**src/rtl/pc_pkg.sv**
```systemverilog
// Branch-type encodings and the branch decoder shared by the PC datapath.
// The decoder turns a branch type and the zero flag into a next-PC source plus link/return intent.
package pc_pkg;

  typedef enum logic [2:0] {
    BR_NONE = 3'd0,
    BR_B    = 3'd1,
    BR_BL   = 3'd2,
    BR_CBZ  = 3'd3,
    BR_CBNZ = 3'd4,
    BR_REG  = 3'd5,
    BR_RET  = 3'd6,
    BR_RSVD = 3'd7
  } br_type_e;

  typedef enum logic [1:0] {
    NEXT_SEQ = 2'd0,
    NEXT_REL = 2'd1,
    NEXT_REG = 2'd2,
    NEXT_RAS = 2'd3
  } next_sel_e;

  typedef struct packed {
    next_sel_e sel;
    logic      link;
    logic      ret;
  } br_ctrl_t;

  function automatic br_ctrl_t br_decode(input br_type_e t, input logic zero);
    br_ctrl_t c;
    c = '{sel: NEXT_SEQ, link: 1'b0, ret: 1'b0};
    case (t)
      BR_B:    c.sel = NEXT_REL;
      BR_BL:   begin c.sel = NEXT_REL; c.link = 1'b1; end
      BR_CBZ:  c.sel = zero ? NEXT_REL : NEXT_SEQ;
      BR_CBNZ: c.sel = zero ? NEXT_SEQ : NEXT_REL;
      BR_REG:  c.sel = NEXT_REG;
      BR_RET:  begin c.sel = NEXT_RAS; c.ret = 1'b1; end
      default: c.sel = NEXT_SEQ;
    endcase
    return c;
  endfunction

endpackage

```
**src/rtl/return_stack.sv**
```systemverilog
// Circular return-address stack; a push while full overwrites the oldest entry and sets a sticky overflow.
// Flags come straight from registered count; top is a read of the registered array.
module return_stack #(
  parameter int WIDTH = 32,
  parameter int DEPTH = 4
) (
  input  logic             clock,
  input  logic             resetN,
  input  logic             push,
  input  logic             pop,
  input  logic [WIDTH-1:0] pushData,
  output logic [WIDTH-1:0] top,
  output logic             empty,
  output logic             full,
  output logic             overflow
);

  localparam int PTR_W = $clog2(DEPTH);
  localparam int CNT_W = $clog2(DEPTH + 1);

  logic [WIDTH-1:0] mem_q [DEPTH];
  logic [WIDTH-1:0] mem_d [DEPTH];
  logic [PTR_W-1:0] wptr_q, wptr_d, rd_ptr;
  logic [CNT_W-1:0] count_q, count_d;
  logic             ovf_q, ovf_d;

  // wptr always names the next free slot; when full that slot holds the oldest entry
  assign rd_ptr   = wptr_q - PTR_W'(1);
  assign top      = mem_q[rd_ptr];
  assign empty    = (count_q == '0);
  assign full     = (count_q == CNT_W'(DEPTH));
  assign overflow = ovf_q;

  always_comb begin
    mem_d   = mem_q;
    wptr_d  = wptr_q;
    count_d = count_q;
    ovf_d   = ovf_q;
    if (push) begin
      mem_d[wptr_q] = pushData;
      wptr_d        = wptr_q + PTR_W'(1);
      if (full) ovf_d = 1'b1;
      else      count_d = count_q + CNT_W'(1);
    end else if (pop && !empty) begin
      wptr_d  = rd_ptr;
      count_d = count_q - CNT_W'(1);
    end
  end

  always_ff @(posedge clock or negedge resetN) begin
    if (!resetN) begin
      wptr_q  <= '0;
      count_q <= '0;
      ovf_q   <= 1'b0;
    end else begin
      wptr_q  <= wptr_d;
      count_q <= count_d;
      ovf_q   <= ovf_d;
    end
  end

  always_ff @(posedge clock) begin
    mem_q <= mem_d;
  end

endmodule

```
**src/rtl/pc_unit.sv**
```systemverilog
// Program counter with relative/conditional/register branches and a return-address stack.
// PC and linkAddr are registered; stall freezes every piece of state for the cycle.
module pc_unit
  import pc_pkg::*;
#(
  parameter int               WIDTH        = 32,
  parameter int               RAS_DEPTH    = 4,
  parameter logic [WIDTH-1:0] RESET_VECTOR = '0,
  parameter int               OFFSET_SHIFT = 2,
  parameter int               INSTR_BYTES  = 4
) (
  input  logic             clock,
  input  logic             resetN,
  input  logic             stall,
  input  logic [2:0]       branchType,
  input  logic             zeroFlag,
  input  logic [WIDTH-1:0] pcOffsetFilled,
  input  logic [WIDTH-1:0] regTarget,
  output logic [WIDTH-1:0] PC,
  output logic [WIDTH-1:0] linkAddr,
  output logic             rasEmpty,
  output logic             rasFull,
  output logic             rasOverflow
);

  localparam logic [WIDTH-1:0] INC = WIDTH'(INSTR_BYTES);

  logic [WIDTH-1:0] pc_q, pc_d, link_q, link_d;
  logic [WIDTH-1:0] seq_pc, rel_pc, ras_top;
  logic             ras_push, ras_pop;
  br_ctrl_t         ctrl;

  assign ctrl = br_decode(br_type_e'(branchType), zeroFlag);

  always_comb begin
    seq_pc   = pc_q + INC;
    // shift is evaluated at WIDTH bits, so offset bits shifted past the top are dropped
    rel_pc   = pc_q + (pcOffsetFilled << OFFSET_SHIFT);
    pc_d     = pc_q;
    link_d   = link_q;
    ras_push = 1'b0;
    ras_pop  = 1'b0;
    if (!stall) begin
      case (ctrl.sel)
        NEXT_REL: pc_d = rel_pc;
        NEXT_REG: pc_d = regTarget;
        NEXT_RAS: pc_d = rasEmpty ? regTarget : ras_top;
        default:  pc_d = seq_pc;
      endcase
      if (ctrl.link) begin
        link_d   = seq_pc;
        ras_push = 1'b1;
      end
      ras_pop = ctrl.ret && !rasEmpty;
    end
  end

  always_ff @(posedge clock or negedge resetN) begin
    if (!resetN) begin
      pc_q   <= RESET_VECTOR;
      link_q <= '0;
    end else begin
      pc_q   <= pc_d;
      link_q <= link_d;
    end
  end

  return_stack #(
    .WIDTH (WIDTH),
    .DEPTH (RAS_DEPTH)
  ) u_ras (
    .clock    (clock),
    .resetN   (resetN),
    .push     (ras_push),
    .pop      (ras_pop),
    .pushData (seq_pc),
    .top      (ras_top),
    .empty    (rasEmpty),
    .full     (rasFull),
    .overflow (rasOverflow)
  );

  assign PC       = pc_q;
  assign linkAddr = link_q;

endmodule

```
**config.mk**
```make
export PLATFORM = sky130hd
export DESIGN_NAME = pc_unit
export DESIGN_NICKNAME = d
export VERILOG_FILES = /design/src/rtl/pc_pkg.sv /design/src/rtl/return_stack.sv /design/src/rtl/pc_unit.sv
export SDC_FILE = /design/constraint.sdc
export NUM_CORES = 1
export LEC_CHECK = 0
export CAP_MARGIN = 20
export CELL_PAD_IN_SITES_DETAIL_PLACEMENT = 1
export CELL_PAD_IN_SITES_GLOBAL_PLACEMENT = 2
export CORE_AREA = 2 2 239 182
export DETAILED_ROUTE_END_ITERATION = 10
export DIE_AREA = 0 0 241 184
export HOLD_SLACK_MARGIN = 0.1
export PLACE_DENSITY = 0.62
export SLEW_MARGIN = 5
export SYNTH_ARGS = -nofsm -noshare
export SYNTH_HDL_FRONTEND = slang
export SYNTH_SLANG_ARGS = --single-unit
```
**constraint.sdc**
```tcl
create_clock -name clock -period 7.67 [get_ports clock]
set_input_delay 1.9175 -clock clock [delete_from_list [all_inputs] [get_ports clock]]
set_output_delay 1.9175 -clock clock [all_outputs]
set_load 0.02 [all_outputs]
```
==> results of run 1 <==
layout make-up:
cell class                 instances  area (um2)
multi-input combinational        596        4460
clock inverter                     6        65.1
tap                              569         712
timing repair buffer             153        1490
clock buffer                      26         509
fill                            4649       28900
sequential                       198        5600
inverter                          30         113
worst paths after layout:
kind                              startpoint              end  slack [ns]
setup / recovery           pcOffsetFilled[0]           PC[30]        2.91
hold / removal                u_ras.overflow   u_ras.overflow        0.48
setup reg to reg                       PC[2]           PC[30]        4.34
hold reg to reg               u_ras.overflow   u_ras.overflow        0.48
max in group asynchronous             resetN  u_ras.wptr_q[0]        5.20
min in group asynchronous             resetN           PC[29]        1.31
sequential cells by signal, indices dropped and copies added, names as in the netlist:
| register | flops |
|---|---|
| u_ras.wptr_q | 2 |
| u_ras.overflow | 1 |
| PC | 32 |
| linkAddr | 32 |
| u_ras.mem_q | 128 |
| u_ras.count_q | 3 |
metal layers:
layer	vias to the layer above	part of all wire (%)	track usage (%)	routed length (um)
li1	3520	-	-	-
met1	3787	49	22.3	16700
met2	123	46	24.6	15700
met3	29	3.2	2.63	1090
met4	0	1.7	4.32	567
met5	-	0	0	0
worst max-delay path: stages:
cell	delay, ns
clkdlybuf4s50_1	0.46
ha_1	0.19
inv_1	0.06
fa_1	0.38
nand2b_1	0.20
a21oi_1	0.36
o211ai_1	0.35
nand4_1	0.24
a21oi_1	0.10
nor2_1	0.23
a31oi_1	0.18
xnor2_1	0.15
a31o_2	0.24
synthesized netlist by cell type, drive strengths merged (3+ instances only):
cell type / count / area [um2]
a211oi: 4 / 45.1
nor3: 9 / 71.3
o21a: 6 / 46.3
nand3: 17 / 100
a31oi: 7 / 43.8
mux2: 3 / 33.8
nand4: 8 / 56.3
a222oi: 9 / 90.1
o221ai: 3 / 26.3
o22ai: 7 / 43.8
and4: 8 / 72.6
nand2b: 10 / 62.6
nor2b: 7 / 43.8
a221o: 5 / 50.1
a221oi: 22 / 193
and3: 4 / 25.0
nand2: 137 / 514
edfxtp: 128 / 3840
dfrtp: 70 / 1750
a21oi: 54 / 278
clkbuf: 25 / 128
o211ai: 8 / 65.1
xor2: 17 / 149
a311oi: 3 / 26.3
buf: 19 / 106
ha: 34 / 425
a21o: 12 / 92.6
a22o: 3 / 26.3
and2: 7 / 43.8
inv: 29 / 109
mux2i: 6 / 60.1
o21ai: 43 / 219
mux4: 32 / 721
nor2: 37 / 151
xnor2: 40 / 350
nor3b: 6 / 45.0
per-stage QoR:
stage	total power [W]	hold slack, ns	std cells	worst slack, ns	area [um2]
after detailed placement	0.00340	0.455	1545	2.41	12300
after CTS	0.00430	0.480	1577	2.87	12900
after global placement	0.00338	0.454	1545	2.38	12300
after floorplan	0.00270	0.478	869	3.64	10400
after global routing	0.00450	0.510	1578	2.71	12900
final	0.00424	0.475	1578	2.91	12900
cells by family after synthesis:
| kind of cell | Yosys count |
|---|---|
| muxes | 41 |
| buffers and inverters | 75 |
| DFF | 198 |
| AOI/OAI and AO/OA | 205 |
| xor gates and xnor gates | 57 |
| adders and majority gates | 36 |
| and+or+nand+nor | 257 |
power by group through the flow:
stage	registers (W)	logic, W	clock network [W]
finish	0.00154	0.00181	0.000888
detailed placement	0.00157	0.00183	0
floorplan	0.00163	0.00107	0
CTS	0.00155	0.00184	0.000917
global route	0.00157	0.00197	0.000954
global placement	0.00157	0.00181	0
==> metrics.csv, run 1 <==
metric;value;unit
status;finished clean;
crit-path max FO;4;
worst skew pair latency;0.45;ns
min cycle time layout;4.76;ns
FF+latch count, synth;198;
Post-synth EDFFs;128;
CTS resizes;0;
clock skew;0.00971;ns
residual DRC count;0;
vias in the first global route;7866;
Yosys warning count;0;
row cnt;65;
final hold vios;0;
asr flop ratio synth;35.4;%
Pint;0.00265;W
grt ovf;0;
final period utilization;62.0;%
Reg2Reg Depth;12;
Cell Pwr Density;327;nW/um2
Sw Ratio;37.5;%
Synth cell types;79;
largest family of logic cells by synthesized area;compound AO/OA/AOI/OAI gates;
Fin Setup TNS;0;ns
DR WL/cell;21.6;um
CP required;8.00;ns
clk sinks;198;
# hold bufs at CTS;0;
die area;44300;um2
CTS tree;built;
Syn Nets;976;
layout cells sized above 1;11.3;%
FMAX;0.210;GHz
Hold WC Path Type;reg2reg;
Final Util;31.0;%
post-CTS setup buffers;0;
Area Growth Syn to Fin;24.5;%
first-pass GRT wire length;50.9;mm
Vias;7459;
slew margin rel.;36.3;%
Routed Antenna Nets;0;
hold path cells;1;
maximum vdd drop;151;uV
Reg clk slew, reported paths;0.07;ns
register area share after synthesis;53.8;%
Psw;0.00159;W
DRT Pass-1 Iters;5;
Setup-failing EPs final;0;
Cell Area, Synth;10400;um2
Setup Crit Path Kind;in2reg;
Post-Syn Area per Cell;12.0;um2
maximum number of pins on one net before global-route repair;59;
HPWL after detailed placement;24.1;mm
clock power share;21.0;%
max cap viols;0;
Worst setup EP type;flop;
RSZ-0062 raised after global routing;false;
main flop type after synthesis;edfxtp_1;
startpoint types;input pin;
Max Buffers Root-to-Sink;2;
Slew Viols, Final;0;
vias per cell;4.73;
Die Wd;241;um
crit path DAT;5.09;ns
Logic pwr share;42.7;%
sequential share of power;36.3;%
Synth Instances;869;
top-level I/O count;138;
worst slew pin tran;0.956;ns
xor and xnor fraction of the mapped netlist area;4.80;%
core area;41800;um2
die height;184;um
Compound-Gate Fraction of Synth Area;13.7;%
CTS H-tree depth;4;
GP Congestion;0.757;
post-synthesis mux area share;7.84;%
adder-cell share of the synthesized area;4.48;%
post-synthesis simple-gate area fraction;11.9;%
number of buffers created by CTS;17;
initial antenna violation count;0;
number of port buffers;135;
nets;1103;
DRT Wirelength;34.1;mm
Overall Global Routing Usage;15.7;%
1st-iter DRT viols;469;
leading cell type in the layout, fill and taps excluded;nand2_1;
ant diodes;0;
Clock Tree Root;clkbuf_16;
Starting Density;24.9;%
P_leak;4.74;nW
leading cell types in the layout, fill and taps excluded;137 x nand2_1, 133 x clkdlybuf4s50_1, 128 x edfxtp_1;
Power figures use the tool's default switching activity.
==> run 2: changes to the inputs <==
- PLACE_DENSITY: 0.62 -> 0.64
- clock period: 7.67 -> 4.22 ns (I/O delays scaled with it)
==> run 2 against run 1 <==
Cell area up 1.3%. Sequential power up 82%. Clock-buffer cell count down 8. Largest cell class unchanged. Highest routed layer unchanged.
==> metrics.csv, run 2 (synthesis gave the netlist of run 1 again) <==
metric;value;unit;change
hold_sp;u_ras.overflow;;
clock skew;0.0106;ns;+0.000851 ns
DRT Wirelength;34.6;mm;+1.4%
FMAX;0.282;GHz;
met2 usage;25.0;%;+0.32 points
GP Congestion;0.745;;-1.5%
CTS resizes;0;;unchanged
Worst setup EP type;flop;;
die area;44300;um2;unchanged
number of port buffers;135;;unchanged
Worst Hold Path EP;u_ras.overflow;;
status;finished clean;;
Final Util;31.3;%;+0.39 points
Area Growth Syn to Fin;26.1;%;
CTS tree;built;;
vias in the first global route;8010;;+1.8%
Setup Crit Path Kind;in2reg;;
leading cell types in the layout, fill and taps excluded;137 x nand2_1, 133 x clkdlybuf4s50_1, 128 x edfxtp_1;;
final instance area;13100;um2;+1.3%
vias per cell;4.75;;+0.49%
clk sinks;198;;unchanged
Starting Density;24.9;%;unchanged
crit path DAT;3.89;ns;-1.20 ns
Max Buffers Root-to-Sink;2;;unchanged
grt ovf;0;;unchanged
post-CTS setup buffers;0;;unchanged
Vias;7586;;+1.7%
Reg clk slew, reported paths;0.07;ns;about the same
largest register by flop count;u_ras.mem_q;;
number of buffers created by CTS;17;;unchanged
DR WL/cell;21.6;um;+0.17%
Largest register FFs;128;;unchanged
Setup-failing EPs final;0;;unchanged
startpoint types;input pin;;
initial antenna violation count;0;;unchanged
die height;184;um;unchanged
Clock Tree Root;clkbuf_16;;
# hold bufs at CTS;0;;unchanged
final period utilization;84.2;%;
global-route track usage on met3;3.03;%;+0.41 points
worst slew pin tran;0.822;ns;-0.133 ns
Cell Pwr Density;598;nW/um2;+82%
Die Wd;241;um;unchanged
ant diodes;0;;unchanged
layout cells sized above 1;13.3;%;+2.0 points
Worst path slowest cell;clkdlybuf4s50_1;;
1st-iter DRT viols;427;;-9.0%
CP required;4.56;ns;-3.44 ns
reg2reg end;PC[31];;
slowest stage delay, CP;0.47;ns;about the same
gr busiest metal;met2;;
row cnt;65;;unchanged
reg-to-reg startpoint;PC[12];;
worst skew pair latency;0.45;ns;about the same
CP Cell Sequence;clkdlybuf4s50_1, ha_1, inv_1, fa_1, nand2b_1, a21oi_1, buf_4, o211ai_1, buf_4, nand4_1, a21oi_1, nor2_1, a31oi_1, xnor2_1, a31o_2;;
min cycle time layout;3.55;ns;
final hold vios;0;;unchanged
Global Route met1 Usage;23.2;%;+0.88 points
Placed Area;12500;um2;+1.2%
max cap viols;0;;unchanged
core area;41800;um2;unchanged
top-level I/O count;138;;unchanged
Hold WC Path Type;reg2reg;;
RSZ-0062 raised after global routing;false;;
nets;1122;;+1.7%
r2r setup slk;1.22;ns;-3.12 ns
Routed Antenna Nets;0;;unchanged
hold path cells;1;;unchanged
residual DRC count;0;;unchanged
HPWL after detailed placement;24.9;mm;+3.2%
slew margin rel.;45.2;%;+8.9 points
crit-path max FO;4;;unchanged
Reg2Reg Depth;9;;-3
Slew Viols, Final;0;;unchanged
P_leak;4.84;nW;+2.2%
maximum vdd drop;265;uV;+76%
Fin Setup TNS;0;ns;unchanged
first-pass GRT wire length;52.3;mm;+2.8%
CTS H-tree depth;4;;unchanged
maximum number of pins on one net before global-route repair;54;;-8.5%
DRT Pass-1 Iters;5;;unchanged
Overall Global Routing Usage;16.0;%;+0.33 points
leading cell type in the layout, fill and taps excluded;nand2_1;;
## run 2: cell types whose count changed in the layout (fill, tap and decap cells not counted)
| cell | change |
|---|---|
| buf_4 | +20 |
| buf_8 | -1 |
| bufinv_16 | +1 |
| clkbuf_1 | -4 |
| clkbuf_8 | -4 |
| clkinv_4 | +1 |
| clkinv_8 | +1 |
| clkinvlp_4 | +1 |
| inv_6 | +4 |
## run 2: per-stage QoR
step / setup WS (ns) / hold slack [ns] / std cells / total power [W]
4_1_cts: 0.657 / 0.466 / 1597 / 0.00795
6_report: 0.669 / 0.458 / 1597 / 0.00783
2_1_floorplan: 0.992 / 0.478 / 869 / 0.00490
3_5_place_dp: 0.171 / 0.447 / 1565 / 0.00621
3_3_place_gp: 0.218 / 0.445 / 1565 / 0.00616
5_1_grt: 0.509 / 0.510 / 1597 / 0.00833
## run 2: report_power, final
part / switching [W] / internal [W] / leakage [nW] / total (W)
clock network: 0.000794 / 0.000905 / 0.291 / 0.00170
registers: 0.000343 / 0.00245 / 2.01 / 0.00280
logic: 0.00184 / 0.00150 / 2.54 / 0.00333
total: 0.00297 / 0.00486 / 4.84 / 0.00783
## run 2: critical path: cells and delay by family
kind	cells	cell delay, ns
buffers and inverters	4	0.85
AOI/OAI and AO/OA	5	0.75
adders and majority gates	2	0.56
and+or+nand+nor	3	0.51
xor gates and xnor gates	1	0.16
## run 2: worst max path at each step
stage,from,to,slack [ns],cells after the start
global route,pcOffsetFilled[0],PC[30],0.51,15
CTS,pcOffsetFilled[0],PC[30],0.66,15
finish,pcOffsetFilled[0],PC[30],0.67,15
floorplan,u_ras.wptr_q[0],PC[8],0.99,11
global placement,pcOffsetFilled[0],PC[30],0.22,15
detailed placement,pcOffsetFilled[0],PC[30],0.17,15
## run 2: final cells by class
cell class	count	area (um2)
clock inverter	14	163
timing repair buffer	172	1620
tap	569	712
sequential	198	5600
clock buffer	18	439
multi-input combinational	596	4460
fill	4619	28700
inverter	30	113
## run 2: metal layers
metal / wire (um) / part of all wire, % / up-vias
met5: 0 / 0 / -
met4: 309 / 0.89 / 0
met3: 1450 / 4.2 / 17
met2: 15700 / 45 / 151
met1: 17100 / 50 / 3847
li1: - / - / 3571
==> run 3: changes to the inputs <==
- clock period: 4.22 -> 2.95 ns (I/O delays scaled with it)
==> run 3 against run 2 <==
Clock-buffer cell count shrank 1. Core utilization grew 2.9 points. Cell count grew 6.6%. Critical path depth shrank 3. Combinational power grew 67%. Clock power grew 52%. Worst hold slack lost 0.32 ns. Setup slack lost 0.53 ns. Non-clock buffer count grew 106. Highest routed layer unchanged.
==> metrics.csv, run 3 (synthesis gave the netlist of run 1 again) <==
metric;value;unit;change
first-pass GRT wire length;54.1;mm;+3.5%
crit path DAT;3.16;ns;-0.73 ns
vias per cell;4.75;;about the same
min cycle time layout;2.82;ns;
Vias;8090;;+6.6%
GP Congestion;0.856;;+15%
Logic pwr share;46.1;%;+3.5 points
status;finished clean;;
Routed Antenna Nets;0;;unchanged
slew margin rel.;52.6;%;+7.4 points
worst slew pin tran;0.707;ns;-0.116 ns
DRT Wirelength;35.8;mm;+3.7%
Area Growth Syn to Fin;37.7;%;
1st-iter DRT viols;569;;+33%
HPWL after detailed placement;26.7;mm;+7.2%
leading cell types in the layout, fill and taps excluded;137 x nand2_1, 128 x buf_4, 128 x edfxtp_1;;
fillers;4569;;-1.1%
clk sinks;198;;unchanged
final instance area;14300;um2;+9.2%
maximum vdd drop;466;uV;+75%
row cnt;65;;unchanged
Clock Tree Root;clkbuf_16;;
CP required;3.30;ns;-1.26 ns
FMAX;0.355;GHz;
residual DRC count;0;;unchanged
sequential share of power;32.5;%;-3.2 points
clock power share;21.4;%;-0.3 points
Setup-failing EPs final;0;;unchanged
startpoint types;input pin;;
crit-path max FO;3;;-1
worst skew pair latency;0.46;ns;about the same
Top delay family on crit path;compound AO/OA/AOI/OAI gates;;
largest register by flop count;u_ras.mem_q;;
number of port buffers;135;;unchanged
top-level I/O count;138;;unchanged
die height;184;um;unchanged
Pint;0.00756;W;+56%
Reg clk slew, reported paths;0.09;ns;+0.02 ns
die area;44300;um2;unchanged
Slew Viols, Final;0;;unchanged
leading cell type in the layout, fill and taps excluded;nand2_1;;
max cap viols;0;;unchanged
clock skew;0.0194;ns;+0.00880 ns
final hold vios;0;;unchanged
Placed Area;13400;um2;+7.6%
Reg2Reg Depth;11;;+2
number of buffers created by CTS;17;;unchanged
Psw;0.00449;W;+51%
Setup Crit Path Kind;in2reg;;
crit path buf inv count;2;;-2
Sw Ratio;37.2;%;-0.73 points
r2r setup slk;0.19;ns;-1.03 ns
layout cells sized above 1;22.8;%;+9.4 points
vias in the first global route;8629;;+7.7%
most used cell along the critical path;a211o_1;;
maximum number of pins on one net before global-route repair;51;;-5.6%
slowest stage delay, CP;0.31;ns;-0.16 ns
P_leak;5.52;nW;+14%
CTS tree;built;;
DR WL/cell;21.0;um;-2.8%
final period utilization;95.5;%;
DRT Pass-1 Iters;5;;unchanged
Cell Pwr Density;842;nW/um2;+41%
nets;1228;;+9.4%
core area;41800;um2;unchanged
Worst setup EP type;flop;;
CP Cell Sequence;dlygate4sd2_1, ha_4, a211o_1, a21oi_2, a211oi_2, o211ai_2, buf_6, a21oi_4, a41oi_2, nor3_2, mux2i_1, a211o_1;;
Largest register FFs;128;;unchanged
RSZ-0062 raised after global routing;false;;
Max Buffers Root-to-Sink;2;;unchanged
Overall Global Routing Usage;16.6;%;+0.58 points
ant diodes;0;;unchanged
Starting Density;24.9;%;unchanged
Tot Pwr;0.0120;W;+54%
initial antenna violation count;0;;unchanged
reg2reg end;PC[31];;
Worst path slowest cell;a211oi_2;;
Hold WC Path Type;in2async;;
grt ovf;0;;unchanged
Die Wd;241;um;unchanged
reg-to-reg startpoint;PC[8];;
CTS H-tree depth;4;;unchanged
## run 3: layout make-up
| class | count | area (um2) | area share, % |
|---|---|---|---|
| clock inverter | 15 | 210 | 1.47 |
| inverter | 30 | 113 | 0.787 |
| sequential | 198 | 5600 | 39.1 |
| timing repair buffer | 278 | 2630 | 18.4 |
| clock buffer | 17 | 425 | 2.97 |
| multi-input combinational | 596 | 4620 | 32.3 |
| tap | 569 | 712 | 4.98 |
## run 3: timing repair
item	4_1_cts	5_1_grt
buffers inserted	4	2
setup endpoints to repair	14	10
gates resized for setup	12	21
pin swaps	18	16
hold buffers	0	0
## run 3: stage by stage
stage	utilization, %	setup TNS, ns	cells	setup slack, ns	hold slack (ns)
2_1_floorplan	-	0	869	0.0617	0.442
3_3_place_gp	32.2	-10.96	1666	-0.818	0.444
3_5_place_dp	32.2	-11.43	1666	-0.852	0.446
4_1_cts	33.9	0	1702	0.0108	0.129
5_1_grt	34.2	0	1703	0.0256	0.133
6_report	34.2	0	1703	0.134	0.134
## run 3: worst register-to-register path, stage by stage, from the launching register on
cell      delay, ns
dfrtp_1        0.44
ha_4           0.32
a2111o_1       0.15
o21ai_2        0.06
a211oi_2       0.33
o211ai_2       0.14
buf_6          0.15
a21oi_4        0.22
a41oi_2        0.20
nor3_2         0.27
mux2i_1        0.11
a211o_1        0.27
## run 3: how the worst max path moves through the flow
stage,depth (start not counted),from,slack [ns],to
after global routing,12,pcOffsetFilled[12],0.03,PC[31]
after CTS,12,pcOffsetFilled[6],0.01,PC[29]
after detailed placement,14,pcOffsetFilled[0],-0.85,PC[30]
final,12,pcOffsetFilled[1],0.13,PC[31]
after global placement,14,pcOffsetFilled[0],-0.82,PC[30]
after floorplan,11,u_ras.wptr_q[0],0.06,PC[8]
## run 3: power groups by stage
stage | Sequential (W) | Combinational, W | Clock (W)
after floorplan | 0.00423 | 0.00279 | 0
after global placement | 0.00395 | 0.00540 | 0
after detailed placement | 0.00396 | 0.00545 | 0
after CTS | 0.00391 | 0.00556 | 0.00264
after global routing | 0.00398 | 0.00608 | 0.00275
final | 0.00391 | 0.00556 | 0.00258
## run 3: metal layers
metal / up-vias / routed length (um) / global-route usage [%]
met2: 172 / 16600 / 25.9
met4: 0 / 720 / 4.94
met3: 41 / 1540 / 3.29
met1: 4105 / 17000 / 23.3
met5: - / 0 / 0
li1: 3772 / - / -
